--- src/rtl/alu_sequencer_pkg.sv ---
// Shared definitions for the ALU sequencer: op codes, ALU command encoding
// and the sequencer state enum.
package alu_sequencer_pkg;

    typedef enum logic [3:0] {
        OP_NOT  = 4'h0,
        OP_AND  = 4'h1,
        OP_OR   = 4'h2,
        OP_XOR  = 4'h3,
        OP_NAND = 4'h4,
        OP_NOR  = 4'h5,
        OP_XNOR = 4'h6,
        OP_SHL  = 4'h7,
        OP_SHR  = 4'h8,
        OP_ROL  = 4'h9,
        OP_ROR  = 4'hA,
        OP_ADD  = 4'hB,
        OP_SUB  = 4'hC
    } op_e;

    localparam logic [3:0] OP_MAX = 4'hC;

    typedef enum logic [1:0] {
        ACT_IDLE   = 2'd0,
        ACT_LOAD_A = 2'd1,
        ACT_LOAD_B = 2'd2,
        ACT_EXEC   = 2'd3
    } act_e;

    typedef enum logic [2:0] {
        IDLE,
        LOAD_A,
        LOAD_B,
        EXEC,
        CAPTURE,
        RESPOND
    } state_e;

    function automatic logic op_is_legal(input logic [3:0] op);
        return op <= OP_MAX;
    endfunction

endpackage

--- src/rtl/alu_sequencer.sv ---
// Drives an external registered ALU through load A / load B / execute,
// skipping operand loads the ALU already holds, and returns one response.
module alu_sequencer
    import alu_sequencer_pkg::*;
(
    input  logic       clock,
    input  logic       reset,
    input  logic       req_valid,
    output logic       req_ready,
    input  logic [3:0] req_op,
    input  logic [7:0] req_a,
    input  logic [7:0] req_b,
    output logic       rsp_valid,
    input  logic       rsp_ready,
    output logic [7:0] rsp_result,
    output logic       rsp_error,
    output logic [1:0] alu_act,
    output logic [7:0] alu_data,
    input  logic [7:0] alu_result
);

    state_e     state;
    state_e     next_state;
    logic [3:0] op_q;
    logic [7:0] a_q;
    logic [7:0] b_q;
    logic       need_b_q;
    logic       a_valid;
    logic       b_valid;
    logic [7:0] shadow_a;
    logic [7:0] shadow_b;

    logic       need_a;
    logic       need_b;
    logic [3:0] cur_op;
    logic [7:0] cur_a;
    logic [7:0] cur_b;

    assign req_ready = (state == IDLE);

    // Skip decisions compare the incoming request against what the ALU holds.
    assign need_a = !(a_valid && (req_a == shadow_a));
    assign need_b = !((req_op == OP_NOT) || (b_valid && (req_b == shadow_b)));

    assign cur_op = (state == IDLE) ? req_op : op_q;
    assign cur_a  = (state == IDLE) ? req_a  : a_q;
    assign cur_b  = (state == IDLE) ? req_b  : b_q;

    always_comb begin
        next_state = state;
        case (state)
            IDLE: begin
                if (req_valid) begin
                    if (!op_is_legal(req_op)) next_state = RESPOND;
                    else if (need_a)          next_state = LOAD_A;
                    else if (need_b)          next_state = LOAD_B;
                    else                      next_state = EXEC;
                end
            end
            LOAD_A:  next_state = need_b_q ? LOAD_B : EXEC;
            LOAD_B:  next_state = EXEC;
            EXEC:    next_state = CAPTURE;
            CAPTURE: next_state = RESPOND;
            RESPOND: if (rsp_ready) next_state = IDLE;
            default: next_state = IDLE;
        endcase
    end

    // NOTE: sequential state uses non-blocking assignments only; the request
    // and shadow registers are deliberately left out of reset since the valid
    // flags and FSM state qualify every use of them.
    always_ff @(posedge clock) begin
        if (!reset) begin
            state      <= IDLE;
            a_valid    <= 1'b0;
            b_valid    <= 1'b0;
            rsp_valid  <= 1'b0;
            rsp_result <= 8'h00;
            rsp_error  <= 1'b0;
            alu_act    <= ACT_IDLE;
            alu_data   <= 8'h00;
        end else begin
            state <= next_state;

            // ALU command is registered from the state being entered.
            case (next_state)
                LOAD_A: begin
                    alu_act  <= ACT_LOAD_A;
                    alu_data <= cur_a;
                end
                LOAD_B: begin
                    alu_act  <= ACT_LOAD_B;
                    alu_data <= cur_b;
                end
                EXEC: begin
                    alu_act  <= ACT_EXEC;
                    alu_data <= {4'h0, cur_op};
                end
                default: begin
                    alu_act  <= ACT_IDLE;
                    alu_data <= 8'h00;
                end
            endcase

            if (state == IDLE && req_valid) begin
                op_q     <= req_op;
                a_q      <= req_a;
                b_q      <= req_b;
                need_b_q <= need_b;
            end

            if (state == LOAD_A) begin
                a_valid  <= 1'b1;
                shadow_a <= a_q;
            end
            if (state == LOAD_B) begin
                b_valid  <= 1'b1;
                shadow_b <= b_q;
            end

            if (state == IDLE && next_state == RESPOND) begin
                rsp_valid  <= 1'b1;
                rsp_result <= 8'h00;
                rsp_error  <= 1'b1;
            end
            if (state == CAPTURE) begin
                rsp_valid  <= 1'b1;
                rsp_result <= alu_result;
                rsp_error  <= 1'b0;
            end
            if (state == RESPOND && rsp_ready) begin
                rsp_valid <= 1'b0;
            end
        end
    end

endmodule

--- config.mk ---
export PLATFORM = sky130hd
export DESIGN_NAME = alu_sequencer
export DESIGN_NICKNAME = d
export VERILOG_FILES = /design/src/rtl/alu_sequencer_pkg.sv /design/src/rtl/alu_sequencer.sv
export SDC_FILE = /design/constraint.sdc
export NUM_CORES = 1
export LEC_CHECK = 0
export ABC_AREA = 0
export BUFFER_PORTS_ARGS = -buffer_cell sky130_fd_sc_hd__buf_2
export CORE_MARGIN = 3
export CORE_UTILIZATION = 54
export CTS_BUF_LIST = sky130_fd_sc_hd__clkbuf_16
export CTS_CLUSTER_SIZE = 40
export DETAILED_ROUTE_END_ITERATION = 12
export PLACE_DENSITY = 0.84
export SYNTH_ARGS = -nofsm -noshare
export SYNTH_HDL_FRONTEND = slang
export SYNTH_SLANG_ARGS = --single-unit
--- constraint.sdc ---
create_clock -name clock -period 3.2 [get_ports clock]
set_clock_uncertainty 0.1 [all_clocks]
set_input_delay 0.48 -clock clock [delete_from_list [all_inputs] [get_ports clock]]
set_output_delay 0.48 -clock clock [all_outputs]
set_load 0.01 [all_outputs]
Word level (Yosys, flattened, before mapping) --
Index checks and enable logic that the tools add are counted.
Word-level totals: output and inout port bits 21, register bits 62, word-level logic and storage cells 58, input port bits 32
Operators by class: multiplexer cells 16, eq/ne operators 11, bitwise logic cells 1, reductions and logical operators 15, order comparisons 1
Operators with widths (number):
- $mux 8 | 4
- $pmux 8 s3 | 1
- $pmux 3 s6 | 1
- $eq 8x8->1 | 2
- $eq 3x2->1 const B | 4
- $eq 3x3->1 const B | 3
- $mux 3 | 3
- $eq 3x1->1 const B | 2
- $pmux 2 s3 | 1
- $reduce_and 2->1 | 3
- $logic_and 1x1->1 | 5
- $le 4x4->1 const B | 1
- $logic_not 4->1 | 1
- $mux 1 | 4
- $mux 4 | 1
- $reduce_or 2->1 | 2
- $logic_not 3->1 | 1
- $mux 2 | 1
- $reduce_bool 2->1 | 1
- $logic_not 1->1 | 1
- $logic_or 1x1->1 | 1
- $not 1->1 | 1

Longest topological paths before layout --
depth in word-level cells 12, gate-level depth with buffers 7, gate-level depth less buffers 6

Worst setup path before layout --
Ideal clock, no wire load.
kind input to register, from input port req_a[0], to register alu_data[6], path buffers 1, required time 3.024 ns, setup time 0.076 ns, arrival 2.537 ns, stages 7, slack 0.487 ns, cells stage by stage xor2_1 > or4_4 > or3_1 > o31a_1 > buf_6 > or4_4 > a22oi_2
Between the ends: cells in the longest elaborated chain, start to end 8, elaborated cells between the ends (all ways) 10, those cells by class eq/ne: 4; mux: 5; reduce/logical: 1
RTL lines:
- from (decl) | line alu_sequencer.sv:11 | input logic [7:0] req_a,
- $eq 8x8->1 (*) | line alu_sequencer.sv:42 | assign need_a = !(a_valid && (req_a == shadow_a));
- $logic_and 1x1->1 (*) | line alu_sequencer.sv:42
- $mux 2 (*) | line alu_sequencer.sv:55 | else if (need_a) next_state = LOAD_A;
- $mux 3 (*) | line alu_sequencer.sv:54 | if (!op_is_legal(req_op)) next_state = RESPOND;
- $mux 3 (*) | line alu_sequencer.sv:53 | if (req_valid) begin
- $pmux 3 s6 (*) | line alu_sequencer.sv:51 | case (state)
- $eq 3x2->1 or $eq 3x1->1 (tied branches) | line alu_sequencer.sv:86 | case (next_state)
- $pmux 8 s3 (*) | line alu_sequencer.sv:86
- to (signal assigned) | line alu_sequencer.sv:89 | alu_data <= cur_a;
- to (signal assigned) | line alu_sequencer.sv:93 | alu_data <= cur_b;
- to (signal assigned) | line alu_sequencer.sv:97 | alu_data <= {4'h0, cur_op};
- to (decl) | line alu_sequencer.sv:18 | output logic [7:0] alu_data,
Every way passes the cells marked *; elsewhere a longest branch is shown, timed or not. A chain may end at the register's enable or synchronous reset.

Final worst setup path --
from register shadow_a[0], to register alu_data[7]
Between the ends: cells in the longest elaborated chain, start to end 8, elaborated cells between the ends (all ways) 10, those cells by class eq/ne: 4; mux: 5; reduce/logical: 1
RTL lines:
- from (decl) | line alu_sequencer.sv:30 | logic [7:0] shadow_a;
- from (signal assigned) | line alu_sequencer.sv:114 | shadow_a <= a_q;
- $eq 8x8->1 (*) | line alu_sequencer.sv:42
- $logic_and 1x1->1 (*) | line alu_sequencer.sv:42
- $mux 2 (*) | line alu_sequencer.sv:55
- $mux 3 (*) | line alu_sequencer.sv:54
- $mux 3 (*) | line alu_sequencer.sv:53
- $pmux 3 s6 (*) | line alu_sequencer.sv:51
- $eq 3x2->1 or $eq 3x1->1 (tied branches) | line alu_sequencer.sv:86
- $pmux 8 s3 (*) | line alu_sequencer.sv:86
Marked as above.

==> run summary <==
• Post-Syn Nets: 246
• required arrival time at the worst endpoint: 3350 ps
• hpwl dp: 4130 um
• clock edge transition at the registers on the reported setup and hold paths: 50 ps
• CTS tree: done
• Synth Warn #: 0
• simple-gate share of the synthesized area: 0.127
• instance count of the mapped netlist: 214
• unrepaired setup endpoints after global routing: no
• Wirelength per Cell: 17.8 um
• area of all placed cells without fillers: 3310 sq um
• Top FF cell, synth: sky130_fd_sc_hd__edfxtp_1
• number of hold buffers added after CTS: 0
• startpoint types: flip-flop
• Core Region: 4560 sq um
• TNS Setup: 0 ps
• hold violation count in the final report: 0
• final net count: 307
• Synth Area in Compound Gates: 0.127
• area of the die: 5830 sq um
• top cell type by total area after synthesis: sky130_fd_sc_hd__edfxtp_1
• static leakage: 1.28 nW
• reported max-cap violation count: 0
• cell area power density: 805 nW/um^2
• slew at the pin closest to its max-slew limit: 746 ps
• CTS Buf Count: 9
• share of cells above drive strength 1: 0.321
• adder-cell area share of the yosys netlist: 0
• die height: 76.3 um
• initial antenna violation count: 0
• stages on the worst setup path: 6
• critical path buffer and inverter count: 0
• startpoint of the worst hold path: req_a[0]
• global route overflow: 0
• cell row count: 24
• crit-path max cell delay: 600 ps
• Post-Syn Area per Cell: 12.5 sq um
• count of cells resized by post-cts repair: 0
• Crit. End Element: flip-flop
• DRT iter0 DRCs: 234
• Pins Over Slew Limit: 0
• Clock Tree Buf Depth: 2
• top area cells in the synthesized netlist: sky130_fd_sc_hd__edfxtp_1 (42%), sky130_fd_sc_hd__dfxtp_1 (19%), sky130_fd_sc_hd__mux2_2 (5.1%)
• first-pass iteration count of the detailed router: 4
• average vias per placed instance: 5.63
• largest net degree at the start of global routing: 27
• Placer Congestion: 0.797
• initial standard-cell utilization of the core: 0.585
• highest achievable clock rate: 0.354 GHz
• Largest delay share family, worst path: simple AND/OR/NAND/NOR gates
• type of the tightest min-delay check: primary input to flip-flop
• fill cell total of the finished layout: 340
• commonest cells after routing, fill and taps aside: sky130_fd_sc_hd__buf_2 (52), sky130_fd_sc_hd__edfxtp_1 (37), sky130_fd_sc_hd__dfxtp_1 (25)
• total I/O pin count: 53
• area post-placement: 3030 sq um
• flop2flop setup slack: 380 ps
• share of synthesized area occupied by flip-flops and latches: 0.603
• cells on worst reg2reg path: 6
• max_slew headroom: 0.501
• CTS Root Cell: sky130_fd_sc_hd__clkbuf_16
• proportion of register bits with asynchronous set or reset after synthesis: 0
• n_diodes: 0
• most common library cell in the layout ignoring fill and taps: sky130_fd_sc_hd__buf_2
• origin of the critical flop-to-flop path: shadow_a[0]
• peak supply drop: 0.452 mV
• Post-Route WL: 6150 um
• clock sinks: 62
• number of endpoints failing setup at the final stage: 0
• capture instance of the worst register-to-register path: alu_data[7]
• run status: complete, no violations
• Post-CTS Setup Bufs: 0
• hold endpoint: a_q[0]
• cell depth of the worst min-delay path: 1
• Port Buffers: 52
• residual DRC count: 0
• global-route wire length before repair: 10300 um
• x dimension of the die: 76.3 um
• remaining antenna violation count after routing: 0
• critical path class: flip-flop to flip-flop
• Critical Path AT: 2970 ps
• final critical path time including I/O delays and setup: 2820 ps
• clock latency on the worst-skew pair: 330 ps
• fin crit share: 0.882
• post-synthesis cell area: 2670 sq um
• unique cell type count in the Yosys netlist: 42
• count of flip-flops with a built-in enable after synthesis: 37
• post-synthesis to final-layout area growth: 24.1%
• GRT Resource Usage Total: 0.230
• series of cell instances along the critical path: xor2_1, or4_4, or3_1, o31a_1, or4_1, a22oi_1
• via count of the first global-routing pass: 2018
• critical-path maximum fanout: 13
• count of state elements after synthesis: 62
• area share of xor/xnor cells in the synthesized design: 0.0557
• mux cell area share after synthesis: 0.0656
• via count: 1941
• area share of the leading cell type in the synthesized netlist: 0.416
• H-Tree Depth: 3
• minimum hold slack: 267 ps
• slowest library cell on the worst path: sky130_fd_sc_hd__or4_1
• largest family of logic cells by synthesized area: compound AO/OA/AOI/OAI gates
## logic make-up (layout without fill, tap and decap cells)
kind of cell           count (synthesis)  count (layout)
flip-flops                            62              62
XOR/XNOR                              17              17
multiplexers                          16              16
AO/OA/AOI/OAI                         43              43
AND/OR/NAND/NOR                       63              63
buffers and inverters                 13              79
## per-layer routing
| metal | up-vias | share of wire | global-route usage |
|---|---|---|---|
| met4 | 0 | 0.010 | 0.0598 |
| met1 | 927 | 0.43 | 0.299 |
| met2 | 71 | 0.49 | 0.371 |
| li1 | 937 | - | - |
| met5 | - | 0 | 0 |
| met3 | 6 | 0.071 | 0.0745 |
## registers in the layout, summed over array words and instances, names as in the netlist, 2 cells and up
name / count
shadow_b: 8
op_q: 4
alu_data: 8
a_q: 8
b_q: 8
state: 3
alu_act: 2
shadow_a: 8
rsp_result: 8
## worst reg2reg max path, delay by kind of cell, from the launching register on
family                    cells  cell delay (ps)
and+or+nand+nor               3             1510
AOI/OAI and AO/OA             2              560
xor gates and xnor gates      1              170
DFF                           1              390
## stage by stage
| stage | worst slack, ps | std cells | utilization | power, mW |
|---|---|---|---|---|
| 6_report | 378 | 345 | 0.726 | 2.67 |
| 5_1_grt | 256 | 345 | 0.726 | 2.79 |
| 4_1_cts | 393 | 345 | 0.726 | 2.67 |
| 3_5_place_dp | 229 | 329 | 0.664 | 1.75 |
| 3_3_place_gp | 313 | 329 | 0.664 | 1.73 |
| 2_1_floorplan | 487 | 214 | - | 1.52 |
## worst max-delay path by stage
stage | from | to
after floorplan | req_a[0] | alu_data[6]
after detailed placement | req_a[0] | alu_data[4]
after global routing | shadow_a[0] | alu_data[3]
after CTS | shadow_a[0] | alu_data[3]
after global placement | req_a[0] | alu_data[4]
final | shadow_a[0] | alu_data[7]
## area by class of cell
| class | instances | area, sq um | share of cell area |
|---|---|---|---|
| multi-input combinational | 139 | 1010 | 0.304 |
| timing repair buffer | 59 | 313 | 0.0944 |
| sequential | 62 | 1610 | 0.486 |
| tap | 65 | 81.3 | 0.0245 |
| clock inverter | 6 | 35.0 | 0.0106 |
| inverter | 4 | 15.0 | 0.00453 |
| clock buffer | 10 | 250 | 0.0755 |
## synth_stat cells, types with 4 or more instances
cell type                  instances
sky130_fd_sc_hd__a21oi_1           4
sky130_fd_sc_hd__clkbuf_1          8
sky130_fd_sc_hd__a21boi_0         10
sky130_fd_sc_hd__edfxtp_1         37
sky130_fd_sc_hd__o211ai_1          5
sky130_fd_sc_hd__a221oi_1          4
sky130_fd_sc_hd__mux2i_1           4
sky130_fd_sc_hd__o32ai_1           4
sky130_fd_sc_hd__nand2_1          19
sky130_fd_sc_hd__nor2b_1           4
sky130_fd_sc_hd__nor3_1            6
sky130_fd_sc_hd__nand3_1          10
sky130_fd_sc_hd__dfxtp_1          25
sky130_fd_sc_hd__xnor2_1          14
sky130_fd_sc_hd__nor2_1            4
sky130_fd_sc_hd__inv_1             4
sky130_fd_sc_hd__mux2_2           12
## power breakdown
part	internal, mW	switching (mW)	total, mW	leakage [nW]
clock	0.563	0.349	0.912	0.131
sequential	0.975	0.0730	1.05	0.542
combinational	0.300	0.407	0.707	0.609
Power figures use the tool's default switching activity.
